### config.mk
export PLATFORM = sky130hd
export DESIGN_NAME = analyzer_capture_fsm
export DESIGN_NICKNAME = d
export VERILOG_FILES = /design/src/rtl/analyzer_pkg.sv /design/src/rtl/capture_wr_buffer.sv /design/src/rtl/analyzer_capture_fsm.sv
export SDC_FILE = /design/constraint.sdc
export NUM_CORES = 1
export LEC_CHECK = 0
export CAP_MARGIN = 15
export CORE_MARGIN = 8
export CORE_UTILIZATION = 57
export CTS_CLUSTER_DIAMETER = 60
export DETAILED_ROUTE_END_ITERATION = 10
export PLACE_DENSITY = 0.87
export SLEW_MARGIN = 20
export SYNTH_ARGS = -nofsm -noshare
export SYNTH_HDL_FRONTEND = slang
export SYNTH_SLANG_ARGS = --single-unit
### constraint.sdc
create_clock -name clk -period 5.9 [get_ports clk]
set_clock_uncertainty 0.2 [all_clocks]
set_input_delay 0.885 -clock clk [delete_from_list [all_inputs] [get_ports clk]]
set_output_delay 0.885 -clock clk [all_outputs]
set_load 0.02 [all_outputs]
### src/rtl/analyzer_pkg.sv
// Shared types and default sizes for the analyzer capture path.
package analyzer_pkg;

    localparam int unsigned DefAddrW = 25;
    localparam int unsigned DefDataW = 32;

    typedef enum logic [1:0] {
        StIdle,
        StPre,
        StPost,
        StDone
    } cap_state_e;

endpackage

### src/rtl/capture_wr_buffer.sv
// One-entry holding register between the capture FSM and the trace RAM write port.
// A new sample may load in the same cycle the pending one is written out.
module capture_wr_buffer
    import analyzer_pkg::*;
#(
    parameter int unsigned ADDR_W = DefAddrW,
    parameter int unsigned DATA_W = DefDataW
) (
    input  logic              i_clk,
    input  logic              i_reset,
    input  logic              i_flush,
    input  logic              i_load,
    input  logic [ADDR_W-1:0] i_load_addr,
    input  logic [DATA_W-1:0] i_load_data,
    input  logic              i_write_allowed,
    output logic              o_load_ok,
    output logic              o_write_req,
    output logic [ADDR_W-1:0] o_write_addr,
    output logic [DATA_W-1:0] o_write_data
);

    logic              r_full;
    logic [ADDR_W-1:0] r_addr;
    logic [DATA_W-1:0] r_data;

    always_ff @(posedge i_clk) begin
        if (i_reset) begin
            r_full <= 1'b0;
            r_addr <= '0;
            r_data <= '0;
        end else if (i_flush) begin
            r_full <= 1'b0;
        end else if (i_load) begin
            r_full <= 1'b1;
            r_addr <= i_load_addr;
            r_data <= i_load_data;
        end else if (i_write_allowed) begin
            r_full <= 1'b0;
        end
    end

    assign o_load_ok    = !r_full || i_write_allowed;
    assign o_write_req  = r_full;
    assign o_write_addr = r_addr;
    assign o_write_data = r_data;

endmodule

### src/rtl/analyzer_capture_fsm.sv
// Capture controller: stores qualified samples in a circular trace RAM until trigger + post count.
// Optional CAPTURE_DECIMATE_EN adds a decim port keeping only every (decim+1)th valid sample.
module analyzer_capture_fsm
    import analyzer_pkg::*;
#(
    parameter int unsigned ADDR_W = DefAddrW,
    parameter int unsigned DATA_W = DefDataW
) (
    input  logic              clk,
    input  logic              reset,
    input  logic              start,
    input  logic              abort,
    input  logic              sample_valid,
    input  logic [DATA_W-1:0] sample_data,
    input  logic              trigger,
`ifdef CAPTURE_DECIMATE_EN
    input  logic [7:0]        decim,
`endif
    input  logic [ADDR_W-1:0] post_trig_count,
    output logic              write_req,
    output logic [ADDR_W-1:0] write_addr,
    output logic [DATA_W-1:0] write_data,
    input  logic              write_allowed,
    output logic              idle,
    output logic              done,
    output logic              triggered,
    output logic              overflow,
    output logic [31:0]       sampleNumber_Begin,
    output logic [31:0]       sampleNumber_End
);

    localparam logic [ADDR_W:0]   Depth   = {1'b1, {ADDR_W{1'b0}}};
    localparam logic [ADDR_W-1:0] PtrOne  = ADDR_W'(1);
    localparam logic [ADDR_W:0]   FillOne = (ADDR_W + 1)'(1);

    cap_state_e        r_state;
    logic [ADDR_W-1:0] r_wr_ptr;
    logic [ADDR_W-1:0] r_post_left;
    logic [ADDR_W-1:0] r_begin;
    logic [ADDR_W-1:0] r_end;
    logic [ADDR_W:0]   r_fill;
    logic              r_idle;
    logic              r_done;
    logic              r_triggered;
    logic              r_overflow;

    logic w_capturing;
    logic w_open;
    logic w_eligible;
    logic w_load_ok;
    logic w_accept;
    logic w_drop;
    logic w_start_ok;

    assign w_capturing = (r_state == StPre) || (r_state == StPost);
    // Once the post count is used up, further samples are simply not wanted (not dropped).
    assign w_open      = (r_state == StPre) || (r_post_left != '0);
    assign w_start_ok  = start && !abort && ((r_state == StIdle) || (r_state == StDone));
    assign w_accept    = w_capturing && w_open && sample_valid && w_eligible && w_load_ok && !abort;
    assign w_drop      = w_capturing && w_open && sample_valid && w_eligible && !w_load_ok && !abort;

`ifdef CAPTURE_DECIMATE_EN
    logic [7:0] r_decim_cnt;

    assign w_eligible = (r_decim_cnt == 8'd0);

    always_ff @(posedge clk) begin
        if (reset || w_start_ok) begin
            r_decim_cnt <= 8'd0;
        end else if (w_capturing && sample_valid) begin
            r_decim_cnt <= (r_decim_cnt >= decim) ? 8'd0 : r_decim_cnt + 8'd1;
        end
    end
`else
    assign w_eligible = 1'b1;
`endif

    capture_wr_buffer #(
        .ADDR_W (ADDR_W),
        .DATA_W (DATA_W)
    ) u_wr_buffer (
        .i_clk           (clk),
        .i_reset         (reset),
        .i_flush         (abort),
        .i_load          (w_accept),
        .i_load_addr     (r_wr_ptr),
        .i_load_data     (sample_data),
        .i_write_allowed (write_allowed),
        .o_load_ok       (w_load_ok),
        .o_write_req     (write_req),
        .o_write_addr    (write_addr),
        .o_write_data    (write_data)
    );

    always_ff @(posedge clk) begin
        if (reset) begin
            r_state     <= StIdle;
            r_idle      <= 1'b1;
            r_done      <= 1'b0;
            r_triggered <= 1'b0;
            r_overflow  <= 1'b0;
            r_wr_ptr    <= '0;
            r_fill      <= '0;
            r_post_left <= '0;
            r_begin     <= '0;
            r_end       <= '0;
        end else if (abort) begin
            r_state     <= StIdle;
            r_idle      <= 1'b1;
            r_done      <= 1'b0;
            r_triggered <= 1'b0;
        end else begin
            if (w_accept) begin
                r_wr_ptr <= r_wr_ptr + PtrOne;
                if (r_fill != Depth) r_fill <= r_fill + FillOne;
            end
            if (w_drop) r_overflow <= 1'b1;
            case (r_state)
                StIdle, StDone: begin
                    if (start) begin
                        r_state     <= StPre;
                        r_idle      <= 1'b0;
                        r_done      <= 1'b0;
                        r_triggered <= 1'b0;
                        r_overflow  <= 1'b0;
                        r_wr_ptr    <= '0;
                        r_fill      <= '0;
                    end
                end
                StPre: begin
                    if (w_accept && trigger) begin
                        r_state     <= StPost;
                        r_triggered <= 1'b1;
                        r_post_left <= post_trig_count;
                    end
                end
                StPost: begin
                    if (w_accept) r_post_left <= r_post_left - PtrOne;
                    // Wait for the holding register to drain so done implies RAM coherent.
                    if ((r_post_left == '0) && !write_req) begin
                        r_state <= StDone;
                        r_idle  <= 1'b1;
                        r_done  <= 1'b1;
                        r_end   <= r_wr_ptr - PtrOne;
                        r_begin <= r_wr_ptr - r_fill[ADDR_W-1:0];
                    end
                end
                default: r_state <= StIdle;
            endcase
        end
    end

    assign idle               = r_idle;
    assign done               = r_done;
    assign triggered          = r_triggered;
    assign overflow           = r_overflow;
    assign sampleNumber_Begin = 32'(r_begin);
    assign sampleNumber_End   = 32'(r_end);

endmodule

==> flow_summary.yaml <==
clock_tree:
  postCtsHoldBufs: 0
  cts_inserted_buffers: 17
  clock_path_buffers: 2
  cts.repair.resized: 0
  clock-sinks: 190
  clk_latency_ns: 0.45
  htree_num_levels: 4
  cts.clk_slew.worst_paths_ns: 0.07
  post-cts-setup-buffers: 0
  root_buffer: "clkbuf_16"
  cts_tree: "built"
floorplan:
  rows: 48
  fp.dieW_um: 148
  coreArea_sq_mm: 0.0171
  chipHeight_um: 148
  ioPinCount: 190
  die_area_sq_mm: 0.0218
  initial_core_util_pct: 57.7
global_route:
  grt_pass1_wl_um: 45200
  grtUsageTotal_pct: 25.2
  grt_max_degree: 79
  antenna_found_initial: 0
  grt_overflow: 0
  grt_pass1_vias: 8999
placement:
  place_congestion: 0.896
  dpl_cell_area_sq_mm: 0.0116
  hpwl_um: 19800
  portBuffers: 175
power:
  peakVddDrop_mv: 0.234
  total_power_w: 0.00262
  p_per_area_mw_per_mm2: 216
  p_leak_nw: 4.34
detailed_routing:
  drtIter0Drc: 758
  post_drt_wl_per_cell_um: 17.1
  routed_wl_um: 28000
  viasPerCell: 5.90
  postRouteAntennaNets: 0
  num_vias: 9655
  drc: 0
  drt_first_pass_iters: 6
logic_synthesis:
  ys.flop_type: "dfxtp_1"
  ys_warn_count: 0
  async_flop_share_pct: 0
  synthMuxAreaShare_pct: 0.709
  synth_edf_count: 0
  yosys.area_share.simple_pct: 25.4
  synthAdderAreaFrac_pct: 4.25
  yosysSeqAreaShare_pct: 38.5
  ys_types: 69
  synth_area_leader_cell: "dfxtp_1"
  syn-instance-count: 1273
  yosysTopAreaCellShare_pct: 38.5
  synth-xor-area-share_pct: 5.23
  syn_area_sq_mm: 0.00988
  ys_ff_latch: 190
  postSynthAreaPerCell_sq_um: 7.76
  synth_compound_area_share_pct: 19.7
  synth_top_family_by_area: "simple AND/OR/NAND/NOR gates"
  synthTopCellsByArea: "dfxtp_1, nand2_1, a21oi_1"
worst_setup_path:
  cp.required_ns: 6.05
  worstPathCellList: "nor4_2 -> and4bb_1 -> and2_1 -> nor3b_4 -> nor2b_4 -> buf_4 -> nor2_1 -> a211oi_1"
  crit-reg2reg-launch: "r_post_left[15]"
  reg2reg_setup_slack_ns: 2.13
  slowest_stage: "nor2b_4"
  crit_type: "reg -> reg"
  path_max_fanout: 48
  reg2reg_depth: 8
  end_kind: "register"
  r2r-end: "r_begin[1]"
  crit_arrival_ns: 3.92
  cp_slowest_stage_delay_ns: 0.90
  cp-start-kind: "register"
min_path:
  worstHoldStart: "r_begin[16]"
  hp-class: "reg -> reg"
  holdPathEnd: "r_begin[16]"
  hold_depth: 2
layout:
  diodes: 0
  nets: 1495
  layout-drive-gt1-share_pct: 5.46
  area_growth_pct: 23.2
  design_area_sq_mm: 0.0122
timing:
  fin_crit_sh_pct: 63.9
  slew_viol_final: 0
  tightestPinTransition_ns: 1.11
  setup_viol: 0
  fmax_ghz: 0.265
  relSlewSlack_pct: 25.7
  rsz0062_at_grt: "false"
  min_period_ns: 3.77
  hold_violations: 0
  fin_setup_tns_ns: 0
status:
  run_status: "completed"
job:
  maxCapViolCount: 0
routing by layer:
metal,routed length (um),track usage (%),up-vias
li1,-,-,4664
met1,11200,29.7,4538
met2,13900,43.5,387
met3,2050,5.56,66
met4,811,9.89,0
met5,0,0,-
synth_stat cells (3+ instances only):
cell type / number
a211oi_1: 37
a211oi_2: 5
a21o_1: 12
a21oi_1: 147
a221o_1: 5
a22oi_1: 6
a31oi_1: 16
and2_1: 6
and3_1: 13
and4_1: 3
buf_1: 4
buf_2: 13
buf_4: 17
buf_6: 3
clkbuf_1: 57
dfxtp_1: 190
ha_1: 32
inv_1: 40
mux2i_1: 7
nand2_1: 212
nand2b_1: 15
nand3_1: 42
nand4_1: 9
nor2_1: 122
nor2b_1: 10
nor3_1: 33
nor3_2: 4
nor3b_1: 6
nor4_1: 14
nor4_2: 3
o211ai_1: 3
o21ai_0: 54
o221ai_1: 7
o22ai_1: 8
o31ai_1: 6
or2_2: 4
or3_1: 8
or4_4: 4
xnor2_1: 39
xor2_1: 20
logic make-up (layout without fill, tap and decap cells):
family / after synthesis / count (layout)
and+or+nand+nor: 525 / 525
AOI/OAI and AO/OA: 322 / 322
DFF: 190 / 190
buffers and inverters: 136 / 261
xor gates and xnor gates: 59 / 59
adders and majority gates: 33 / 33
muxes: 7 / 7
other: 1 / 14
state kept, by name, summed over array words and instances (netlist names):
| name | count |
|---|---|
| u_wr_buffer.o_write_data | 32 |
| r_fill | 26 |
| r_begin | 25 |
| r_end | 25 |
| r_post_left | 25 |
| r_wr_ptr | 25 |
| u_wr_buffer.o_write_addr | 25 |
| r_state | 2 |
| done | 1 |
| idle | 1 |
| overflow | 1 |
| triggered | 1 |
| u_wr_buffer.o_write_req | 1 |
how the worst max path moves through the flow:
stage / start / to / slack [ns] / depth (start not counted)
floorplan: abort / r_fill[15] / 2.89 / 7
global placement: abort / r_post_left[6] / 2.07 / 9
detailed placement: abort / r_post_left[6] / 1.98 / 9
CTS: r_post_left[15] / r_begin[22] / 2.18 / 9
global route: r_post_left[9] / r_begin[22] / 1.79 / 9
finish: r_post_left[15] / r_begin[1] / 2.13 / 8
critical path, delay by kind of cell, from the launching register on:
kind / cells / cell delay (ns)
simple gates: 6 / 2.46
flops: 1 / 0.41
buf+inv: 1 / 0.34
compound gates: 1 / 0.22
final cells by class:
class | count | area [sq um]
clock buffer | 19 | 443
clock inverter | 13 | 119
fill | 1353 | 4940
inverter | 41 | 154
multi-input combinational | 960 | 5530
sequential | 190 | 3800
tap | 225 | 282
timing repair buffer | 188 | 1850
power breakdown:
part           internal (W)  total [W]  leakage, nW  switching [W]
clock network      0.000570    0.00113        0.271       0.000557
registers           0.00129    0.00130         1.53     0.00000649
logic             0.0000845   0.000199         2.54       0.000115
cell usage in the layout, fill, tap and decap left out, types with 6 or more instances in the layout:
cell / synthesis / routed
a22oi_1: 6 / 6
buf_4: 17 / 14
a21o_1: 12 / 12
a31oi_1: 16 / 16
a21oi_1: 147 / 147
o21ai_0: 54 / 54
nor3b_1: 6 / 6
nand2_1: 212 / 211
xnor2_1: 39 / 39
nor2b_1: 10 / 9
and3_1: 13 / 13
xor2_1: 20 / 20
clkdlybuf4s50_1: 0 / 174
nor3_1: 33 / 33
mux2i_1: 7 / 7
clkbuf_16: 0 / 17
inv_1: 40 / 40
nand2b_1: 15 / 15
and2_1: 6 / 6
or3_1: 8 / 8
o31ai_1: 6 / 6
o221ai_1: 7 / 7
nand4_1: 9 / 9
o22ai_1: 8 / 8
dfxtp_1: 190 / 190
nor2_1: 122 / 121
a211oi_1: 37 / 37
nor4_1: 14 / 14
conb_1: 1 / 14
ha_1: 32 / 32
nand3_1: 42 / 42
stage by stage:
| step | utilization (%) | worst slack [ns] | instances | hold WS, ns |
|---|---|---|---|---|
| floorplan | - | 2.89 | 1286 | 0.245 |
| global placement | 67.9 | 2.07 | 1604 | 0.236 |
| detailed placement | 67.9 | 1.98 | 1604 | 0.239 |
| CTS | 71.1 | 2.18 | 1636 | 0.252 |
| global route | 71.1 | 1.79 | 1636 | 0.264 |
| finish | 71.1 | 2.13 | 1636 | 0.248 |
(Power assumes the default switching activity.)
